==> config.mk <==
export PLATFORM = sky130hd
export DESIGN_NAME = vc_crossbar_rr_n
export DESIGN_NICKNAME = d
export VERILOG_FILES = /design/src/rtl/vc_crossbar_rr_n_pkg.sv /design/src/rtl/vc_rr_arb_n.sv /design/src/rtl/vc_crossbar_rr_n.sv
export SDC_FILE = /design/constraint.sdc
export NUM_CORES = 1
export LEC_CHECK = 0
export ABC_AREA = 1
export BUFFER_PORTS_ARGS = -buffer_cell sky130_fd_sc_hd__buf_2
export CORE_ASPECT_RATIO = 0.5
export CORE_MARGIN = 1
export CORE_UTILIZATION = 51
export DETAILED_ROUTE_END_ITERATION = 16
export GPL_ROUTABILITY_DRIVEN = 1
export PLACE_DENSITY = 0.79
export SLEW_MARGIN = 0
export SYNTH_ARGS = -nofsm -noshare
export SYNTH_HDL_FRONTEND = slang
export SYNTH_SLANG_ARGS = --single-unit
==> constraint.sdc <==
create_clock -name clk -period 2.35 [get_ports clk]
set_clock_uncertainty 0.15 [all_clocks]
set_input_delay 0.1175 -clock clk [delete_from_list [all_inputs] [get_ports clk]]
set_output_delay 0.1175 -clock clk [all_outputs]
set_load 0.03 [all_outputs]
==> src/rtl/vc_crossbar_rr_n_pkg.sv <==
// Shared constants for the round-robin message crossbar.
//   DOM_NORMAL / DOM_SECURE : encodings of the per-message security domain tag
//   ERR_CNT_W               : width of the saturating violation counter
package vc_crossbar_rr_n_pkg;

  localparam logic DOM_NORMAL = 1'b0;
  localparam logic DOM_SECURE = 1'b1;

  localparam int unsigned ERR_CNT_W = 8;

endpackage

==> src/rtl/vc_rr_arb_n.sv <==
// Round-robin arbiter with a registered priority pointer.
//   clk, reset : clock, asynchronous active-low reset
//   req        : per-requester request vector
//   en         : grant is consumed this cycle; pointer advances only when set
//   grant_c    : one-hot combinational grant (zero when no requests)
module vc_rr_arb_n #(
  parameter  int unsigned p_nports = 4,
  localparam int unsigned c_dbits  = $clog2(p_nports)
) (
  input  logic                clk,
  input  logic                reset,
  input  logic [p_nports-1:0] req,
  input  logic                en,
  output logic [p_nports-1:0] grant_c
);

  logic [c_dbits-1:0] ptr;
  logic [c_dbits-1:0] winner;
  logic [c_dbits-1:0] idx_d;
  logic [31:0]        idx;
  logic               found;

  // Search from ptr upward, wrapping modulo p_nports; first requester wins.
  always_comb begin
    grant_c = '0;
    winner  = '0;
    found   = 1'b0;
    idx     = '0;
    idx_d   = '0;
    for (int unsigned k = 0; k < p_nports; k++) begin
      idx   = (32'(ptr) + 32'(k)) % 32'(p_nports);
      idx_d = c_dbits'(idx);
      if (!found && req[idx_d]) begin
        found          = 1'b1;
        winner         = idx_d;
        grant_c[idx_d] = 1'b1;
      end
    end
  end

  // Next search starts just past the last accepted grantee.
  always_ff @(posedge clk or negedge reset) begin
    if (!reset) begin
      ptr <= '0;
    end else if (en && found) begin
      if (winner == c_dbits'(p_nports - 1)) ptr <= '0;
      else                                  ptr <= winner + c_dbits'(1);
    end
  end

endmodule

==> src/rtl/vc_crossbar_rr_n.sv <==
// N x N message crossbar with per-output round-robin arbitration, a one-entry
// registered stage per output, and domain filtering on secure outputs.
//   clk, reset          : clock, asynchronous active-low reset
//   in_msg/in_dest/in_domain/in_val/in_rdy : per-input request channel
//   out_msg/out_domain/out_val/out_rdy     : per-output registered channel
//   err_val/err_src/err_cnt                : domain-violation report
module vc_crossbar_rr_n
  import vc_crossbar_rr_n_pkg::*;
#(
  parameter  int unsigned         p_nports      = 4,
  parameter  int unsigned         p_nbits       = 32,
  parameter  logic [p_nports-1:0] p_secure_mask = '0,
  localparam int unsigned         c_dbits       = $clog2(p_nports)
) (
  input  logic                        clk,
  input  logic                        reset,
  input  logic [p_nports*p_nbits-1:0] in_msg,
  input  logic [p_nports*c_dbits-1:0] in_dest,
  input  logic [p_nports-1:0]         in_domain,
  input  logic [p_nports-1:0]         in_val,
  output logic [p_nports-1:0]         in_rdy,
  output logic [p_nports*p_nbits-1:0] out_msg,
  output logic [p_nports-1:0]         out_domain,
  output logic [p_nports-1:0]         out_val,
  input  logic [p_nports-1:0]         out_rdy,
  output logic                        err_val,
  output logic [c_dbits-1:0]          err_src,
  output logic [ERR_CNT_W-1:0]        err_cnt
);

  localparam int unsigned SUM_W = ERR_CNT_W + 1;

  logic [p_nports-1:0]         viol;
  logic [p_nports-1:0]         req   [p_nports];
  logic [p_nports-1:0]         grant [p_nports];
  logic [p_nports-1:0]         can_acc;
  logic [p_nports*p_nbits-1:0] nxt_msg;
  logic [p_nports-1:0]         nxt_dom;
  logic [p_nports-1:0]         nxt_val;
  logic [c_dbits-1:0]          d;
  logic                        in_range;
  logic                        sec_hit;
  logic [c_dbits-1:0]          low_src;
  logic [SUM_W-1:0]            cnt_sum;

  // Classify each input: violation (consumed, dropped) or legal request to
  // its destination. Everything is gated by reset so nothing is granted then.
  always_comb begin
    viol     = '0;
    d        = '0;
    in_range = 1'b0;
    sec_hit  = 1'b0;
    for (int j = 0; j < p_nports; j++) req[j] = '0;
    for (int i = 0; i < p_nports; i++) begin
      d        = in_dest[i*c_dbits +: c_dbits];
      in_range = 1'b0;
      sec_hit  = 1'b0;
      for (int j = 0; j < p_nports; j++) begin
        if (d == c_dbits'(j)) begin
          in_range = 1'b1;
          sec_hit  = p_secure_mask[j];
        end
      end
      viol[i] = reset && in_val[i] &&
                (!in_range || (sec_hit && in_domain[i] == DOM_NORMAL));
      for (int j = 0; j < p_nports; j++) begin
        req[j][i] = reset && in_val[i] && !viol[i] && (d == c_dbits'(j));
      end
    end
  end

  for (genvar j = 0; j < p_nports; j++) begin : g_arb
    assign can_acc[j] = !out_val[j] || out_rdy[j];

    vc_rr_arb_n #(.p_nports(p_nports)) u_arb (
      .clk     (clk),
      .reset   (reset),
      .req     (req[j]),
      .en      (can_acc[j]),
      .grant_c (grant[j])
    );
  end

  // Ready/next-state for the output stages; a draining stage can refill in
  // the same cycle.
  always_comb begin
    in_rdy  = viol;
    nxt_msg = out_msg;
    nxt_dom = out_domain;
    nxt_val = out_val;
    for (int j = 0; j < p_nports; j++) begin
      if (out_rdy[j]) nxt_val[j] = 1'b0;
      for (int i = 0; i < p_nports; i++) begin
        if (grant[j][i] && can_acc[j]) begin
          in_rdy[i]                    = 1'b1;
          nxt_val[j]                   = 1'b1;
          nxt_msg[j*p_nbits +: p_nbits] = in_msg[i*p_nbits +: p_nbits];
          nxt_dom[j]                   = in_domain[i];
        end
      end
    end
  end

  // Lowest violating index and saturating count update.
  always_comb begin
    low_src = '0;
    cnt_sum = SUM_W'(err_cnt);
    for (int i = p_nports - 1; i >= 0; i--) begin
      if (viol[i]) low_src = c_dbits'(i);
    end
    for (int i = 0; i < p_nports; i++) begin
      cnt_sum = cnt_sum + SUM_W'(viol[i]);
    end
  end

  always_ff @(posedge clk or negedge reset) begin
    if (!reset) begin
      out_msg    <= '0;
      out_domain <= '0;
      out_val    <= '0;
      err_val    <= 1'b0;
      err_src    <= '0;
      err_cnt    <= '0;
    end else begin
      out_msg    <= nxt_msg;
      out_domain <= nxt_dom;
      out_val    <= nxt_val;
      err_val    <= |viol;
      if (|viol) err_src <= low_src;
      if (cnt_sum > SUM_W'({ERR_CNT_W{1'b1}})) err_cnt <= {ERR_CNT_W{1'b1}};
      else                                     err_cnt <= cnt_sum[ERR_CNT_W-1:0];
    end
  end

endmodule
==> flow_metrics.env, run 1 <==
export IMPL_status="aborted with a tool error"
export IMPL_lastStage="5_1_grt"
export IMPL_error_line="[ERROR GRT-0232] Routing congestion too high. Check the congestion heatmap in the GUI."
export IMPL_gr_total_overflow=114
export IMPL_grt_use_total_pct=85.13
export IMPL_ys_warnings_count=0
export IMPL_cts_buffers=17
export IMPL_clock_path_buffers=2
export IMPL_grt_worst_setup_endpoint="in_rdy[3]"
export IMPL_worst_ep_kind="primary output"
export IMPL_gp_congestion=1.009
export IMPL_synth_top_area_cell="dfrtp_1"
export IMPL_die_x_um=234.0
export IMPL_h_tree_depth=4
export IMPL_synth_most_common_cell="nand2_1"
export IMPL_ys_flop_type="dfrtp_1"
export IMPL_ys_async_sr_fraction_pct=100.0
export IMPL_rows=42
export IMPL_avgSynthCellArea_um2=5.655
export IMPL_grt_max_degree=67
export IMPL_yosysTopAreaCellShare_pct=28.25
export IMPL_pin_count=301
export IMPL_yosysSeqAreaShare_pct=28.25
export IMPL_start_util_pct=51.94
export IMPL_synthesis_area_mm2=0.01373
export IMPL_dieHeight_um=118.0
export IMPL_netlist_top_cells_area="dfrtp_1 (28%), nand2_1 (26%), nand3_1 (18%)"
export IMPL_io_buffer_count=300
export IMPL_synth_edf_count=0
export IMPL_hpwlAfterDp_um=37610
export IMPL_synth_cells=2428
export IMPL_ys_ff_latch=155
export IMPL_ys_types=29
export IMPL_clock_sinks=155
export IMPL_cts_root_buf="clkbuf_16"
export IMPL_synth_common_cells="nand2_1 (960), nand3_1 (486), nor2_1 (320)"
export IMPL_place_inst=3087
[through the flow]
step | setup WS, ns | setup TNS [ns] | util (%) | hold slack, ns | instance area, um^2
after global placement | -0.1039 | -2.853 | 62.94 | -0.04247 | 16640
after CTS | -0.3443 | -23.08 | 81.15 | 0.0009465 | 21450
after detailed placement | -0.1262 | -7.006 | 62.94 | -0.04838 | 16640
after floorplan | 0.006097 | 0 | - | -0.3281 | 13870
[metal layers]
layer	GRT overflow	GRT usage [%]
met5	2	60.11
met3	10	80.31
met1	12	86.03
met2	41	92.46
met4	49	80.19
[cell families after synthesis]
family                     count (synthesis)  share of synthesized area, %
buffers and inverters                    398                         12.13
and+or+nand+nor                         1803                         54.67
AOI/OAI and AO/OA                         29                         1.212
other                                      2                       0.05470
DFF                                      155                         28.25
adders and majority gates                 35                         3.299
xor gates and xnor gates                   6                        0.3828
[repair_timing]
item	in CTS
endpoints found under the setup margin	136
setup buffers	92
cloned	40
hold buffers	105
pin swaps	114
gates resized for setup	376
endpoints found under the hold margin	165
==> run 2, diff against run 1 <==
--- a/config.mk
+++ b/config.mk
@@ -7,12 +7,11 @@
 export LEC_CHECK = 0
 export ABC_AREA = 1
 export BUFFER_PORTS_ARGS = -buffer_cell sky130_fd_sc_hd__buf_2
-export CORE_ASPECT_RATIO = 0.5
 export CORE_MARGIN = 1
-export CORE_UTILIZATION = 51
+export CORE_UTILIZATION = 40
 export DETAILED_ROUTE_END_ITERATION = 16
 export GPL_ROUTABILITY_DRIVEN = 1
-export PLACE_DENSITY = 0.79
+export PLACE_DENSITY_LB_ADDON = 0.15
 export SLEW_MARGIN = 0
 export SYNTH_ARGS = -nofsm -noshare
 export SYNTH_HDL_FRONTEND = slang
==> constraint.sdc (replaced) <==
create_clock -name clk -period 3.1 [get_ports clk]
set_clock_uncertainty 0.15 [all_clocks]
set_input_delay 0.155 -clock clk [delete_from_list [all_inputs] [get_ports clk]]
set_output_delay 0.155 -clock clk [all_outputs]
set_load 0.03 [all_outputs]
==> run 2 against run 1 <==
Net effect: the flow now finishes without violations; synthesized area stayed put; synthesized cell count did not move.
==> flow_metrics.env, run 2 <==
export IMPL_status="completed"
export IMPL_maxCapViolCount=0
export IMPL_arrival_ns=2.69
export IMPL_grt_pass1_vias=15959
export IMPL_slew_viol_final=0
export IMPL_dieHeight_um=187.3
export IMPL_dieArea_mm2=0.03507
export IMPL_crit_path_max_fanout=14
export IMPL_rows=67
export IMPL_postLayoutCoreUtil_pct=51.45
export IMPL_layout_common_cells="nand2_1 (948), nand3_1 (485), nor2_1 (315)"
export IMPL_ys_flop_type="dfrtp_1"
export IMPL_worst_setup_path_end_kind="primary output"
export IMPL_post_route_period_util_pct=96.72
export IMPL_cts_tree="built"
export IMPL_reg2reg_depth=16
export IMPL_p_per_area_mw_per_mm2=1395
export IMPL_fmax_mhz=333.5
export IMPL_ys_async_sr_fraction_pct=100.0
export IMPL_h_tree_depth=4
export IMPL_pin_count=301
export IMPL_worst_pin_slew_ns=0.7937
export IMPL_critPathKind="reg2out"
export IMPL_cts_buffers=17
export IMPL_netlist_top_cells_area="dfrtp_1 (28%), nand2_1 (26%), nand3_1 (18%)"
export IMPL_ir_drop_mv=1.209
export IMPL_io_buffer_count=300
export IMPL_leakage_nw=10.65
export IMPL_ys_types=29
export IMPL_regMostFlops="out_msg"
export IMPL_synth_top_area_cell="dfrtp_1"
export IMPL_hold_viol_final=0
export IMPL_synth_most_common_cell="nand2_1"
export IMPL_finalSetupViolations=0
export IMPL_yosysSeqAreaShare_pct=28.25
export IMPL_tns_ns=0
export IMPL_layout_commonest_cell="nand2_1"
export IMPL_slew_headroom_pct=47.09
export IMPL_hold_path_cell_count=7
export IMPL_gr_total_overflow=0
export IMPL_clk_latency_ns=0.46
export IMPL_synth_common_cells="nand2_1 (960), nand3_1 (486), nor2_1 (320)"
export IMPL_start_util_pct=40.84
export IMPL_remaining_drc_errors=0
export IMPL_vias_per_cell=5.288
export IMPL_cts_clk_slew_worst_paths_ns=0.08
export IMPL_p_comb_share_pct=75.1
export IMPL_power_clock_fraction_pct=8.8
export IMPL_synth_cells=2428
export IMPL_placed_area_mm2=0.01576
export IMPL_p_int_w=0.009855
export IMPL_nets=2932
export IMPL_synthesis_area_mm2=0.01373
export IMPL_syn2layout_area_growth_pct=25.98
export IMPL_ys_ff_latch=155
export IMPL_ys_warnings_count=0
export IMPL_antenna_found_initial=2
export IMPL_setup_slack_ns=0.1017
export IMPL_pre_cts_ws_ns=0.09165
export IMPL_grt_use_total_pct=32.43
export IMPL_grt_pass1_wl_um=89190
export IMPL_yosysTopAreaCellShare_pct=28.25
export IMPL_ant_nets=0
export IMPL_avgSynthCellArea_um2=5.655
export IMPL_largest_register_ffs=128
export IMPL_drive_gt1_share_pct=17.83
export IMPL_setup_worst_path_start_class="flop"
export IMPL_vias=16981
export IMPL_min_period_ns=2.998
export IMPL_switching_power_w=0.01428
export IMPL_whs_ns=0.004607
export IMPL_post_drt_wl_per_cell_um=17.91
export IMPL_design_area_mm2=0.01730
export IMPL_clock_sinks=155
export IMPL_hpwlAfterDp_um=37450
export IMPL_reg_top3="out_msg: 128 flops, err_cnt: 8 flops, g_arb.u_arb.ptr: 8 flops"
export IMPL_gp_congestion=0.9476
export IMPL_synth_edf_count=0
export IMPL_core_mm2=0.03362
export IMPL_grt_max_degree=64
export IMPL_hp_class="in2reg"
export IMPL_wirelength_um=57520
export IMPL_cts_root_buf="clkbuf_16"
export IMPL_first_pass_iters=7
export IMPL_crit_required_ns=2.79
export IMPL_seqPwrFrac_pct=16.0
export IMPL_swShare_pct=59.17
export IMPL_die_x_um=187.3
export IMPL_dr_first_iter_drc_count=2036
export IMPL_clock_path_buffers=2
-- run 2: cell counts after synthesis --
Identical to the previous run, type by type.
-- run 2: final timing paths --
path | from | end | slack, ns
min | in_msg[22] | out_msg[118] | 0.005
min in group asynchronous | reset | out_val[3] | 0.19
max | g_arb[1].u_arb.ptr[0] | in_rdy[2] | 0.10
min reg2reg | err_src[1] | err_src[1] | 0.22
max reg2reg | g_arb[2].u_arb.ptr[0] | out_msg[82] | 0.27
max in group asynchronous | reset | out_msg[90] | 1.51
-- run 2: metal layers --
| layer | vias up | routed length [um] | track usage [%] |
|---|---|---|---|
| met1 | 7728 | 24200 | 43.98 |
| met2 | 984 | 25390 | 50.36 |
| li1 | 8118 | - | - |
| met3 | 151 | 5792 | 5.610 |
| met5 | - | 0 | 0 |
| met4 | 0 | 2128 | 14.50 |
-- run 2: final cells by class --
| type | count | area [um^2] |
|---|---|---|
| Clock buffer | 19 | 452.9 |
| Fill cell | 3514 | 16320 |
| Timing Repair Buffer | 434 | 2909 |
| Multi-Input combinational cell | 1877 | 8373 |
| Tap cell | 448 | 560.5 |
| Antenna cell | 3 | 7.507 |
| Clock inverter | 13 | 120.1 |
| Sequential cell | 155 | 3880 |
| Inverter | 262 | 993.5 |
-- run 2: worst max-delay path: stages (launching register included) --
cell and delay, ns:
dfrtp_2 0.44, inv_4 0.08, ha_1 0.35, inv_2 0.10, nand3_1 0.10, nand2_2 0.12
nand2_1 0.10, nor2_4 0.11, nand3_1 0.10, nand2_2 0.14, nand2_2 0.08, buf_6 0.17
nand4_1 0.15, buf_4 0.18
-- run 2: through the flow --
stage	cells	power, W
after floorplan	2430	0.01587
after global placement	3105	0.02066
after detailed placement	3105	0.02087
after CTS	3188	0.02335
after global routing	3209	0.02619
final	3211	0.02414
-- run 2: logic make-up (layout without fill, tap and decap cells) --
logic type	Yosys count	count (layout)	synth area share (%)
adder cells (fa/ha/maj)	35	35	3.299
AND/OR/NAND/NOR	1803	1803	54.67
AO/OA/AOI/OAI	29	29	1.212
XOR/XNOR	6	6	0.3828
buffers and inverters	398	728	12.13
flip-flops	155	155	28.25
other	2	7	0.05470
-- run 2: power by group through the flow --
| stage | clock (W) | sequential, W | combinational [W] |
|---|---|---|---|
| after floorplan | 0 | 0.00562 | 0.0102 |
| after global placement | 0 | 0.00388 | 0.0168 |
| after detailed placement | 0 | 0.00387 | 0.0170 |
| after CTS | 0.00215 | 0.00386 | 0.0173 |
| after global routing | 0.00224 | 0.00397 | 0.0200 |
| final | 0.00213 | 0.00387 | 0.0181 |
-- run 2: timing repair --
item,in CTS,in global routing
setup endpoints to repair,3,7
setup buffers,3,17
pin swaps,2,4
resized for setup,20,39
hold buffers,47,0
endpoints found under the hold margin,173,0
cloned,1,3
(Power assumes the default switching activity.)
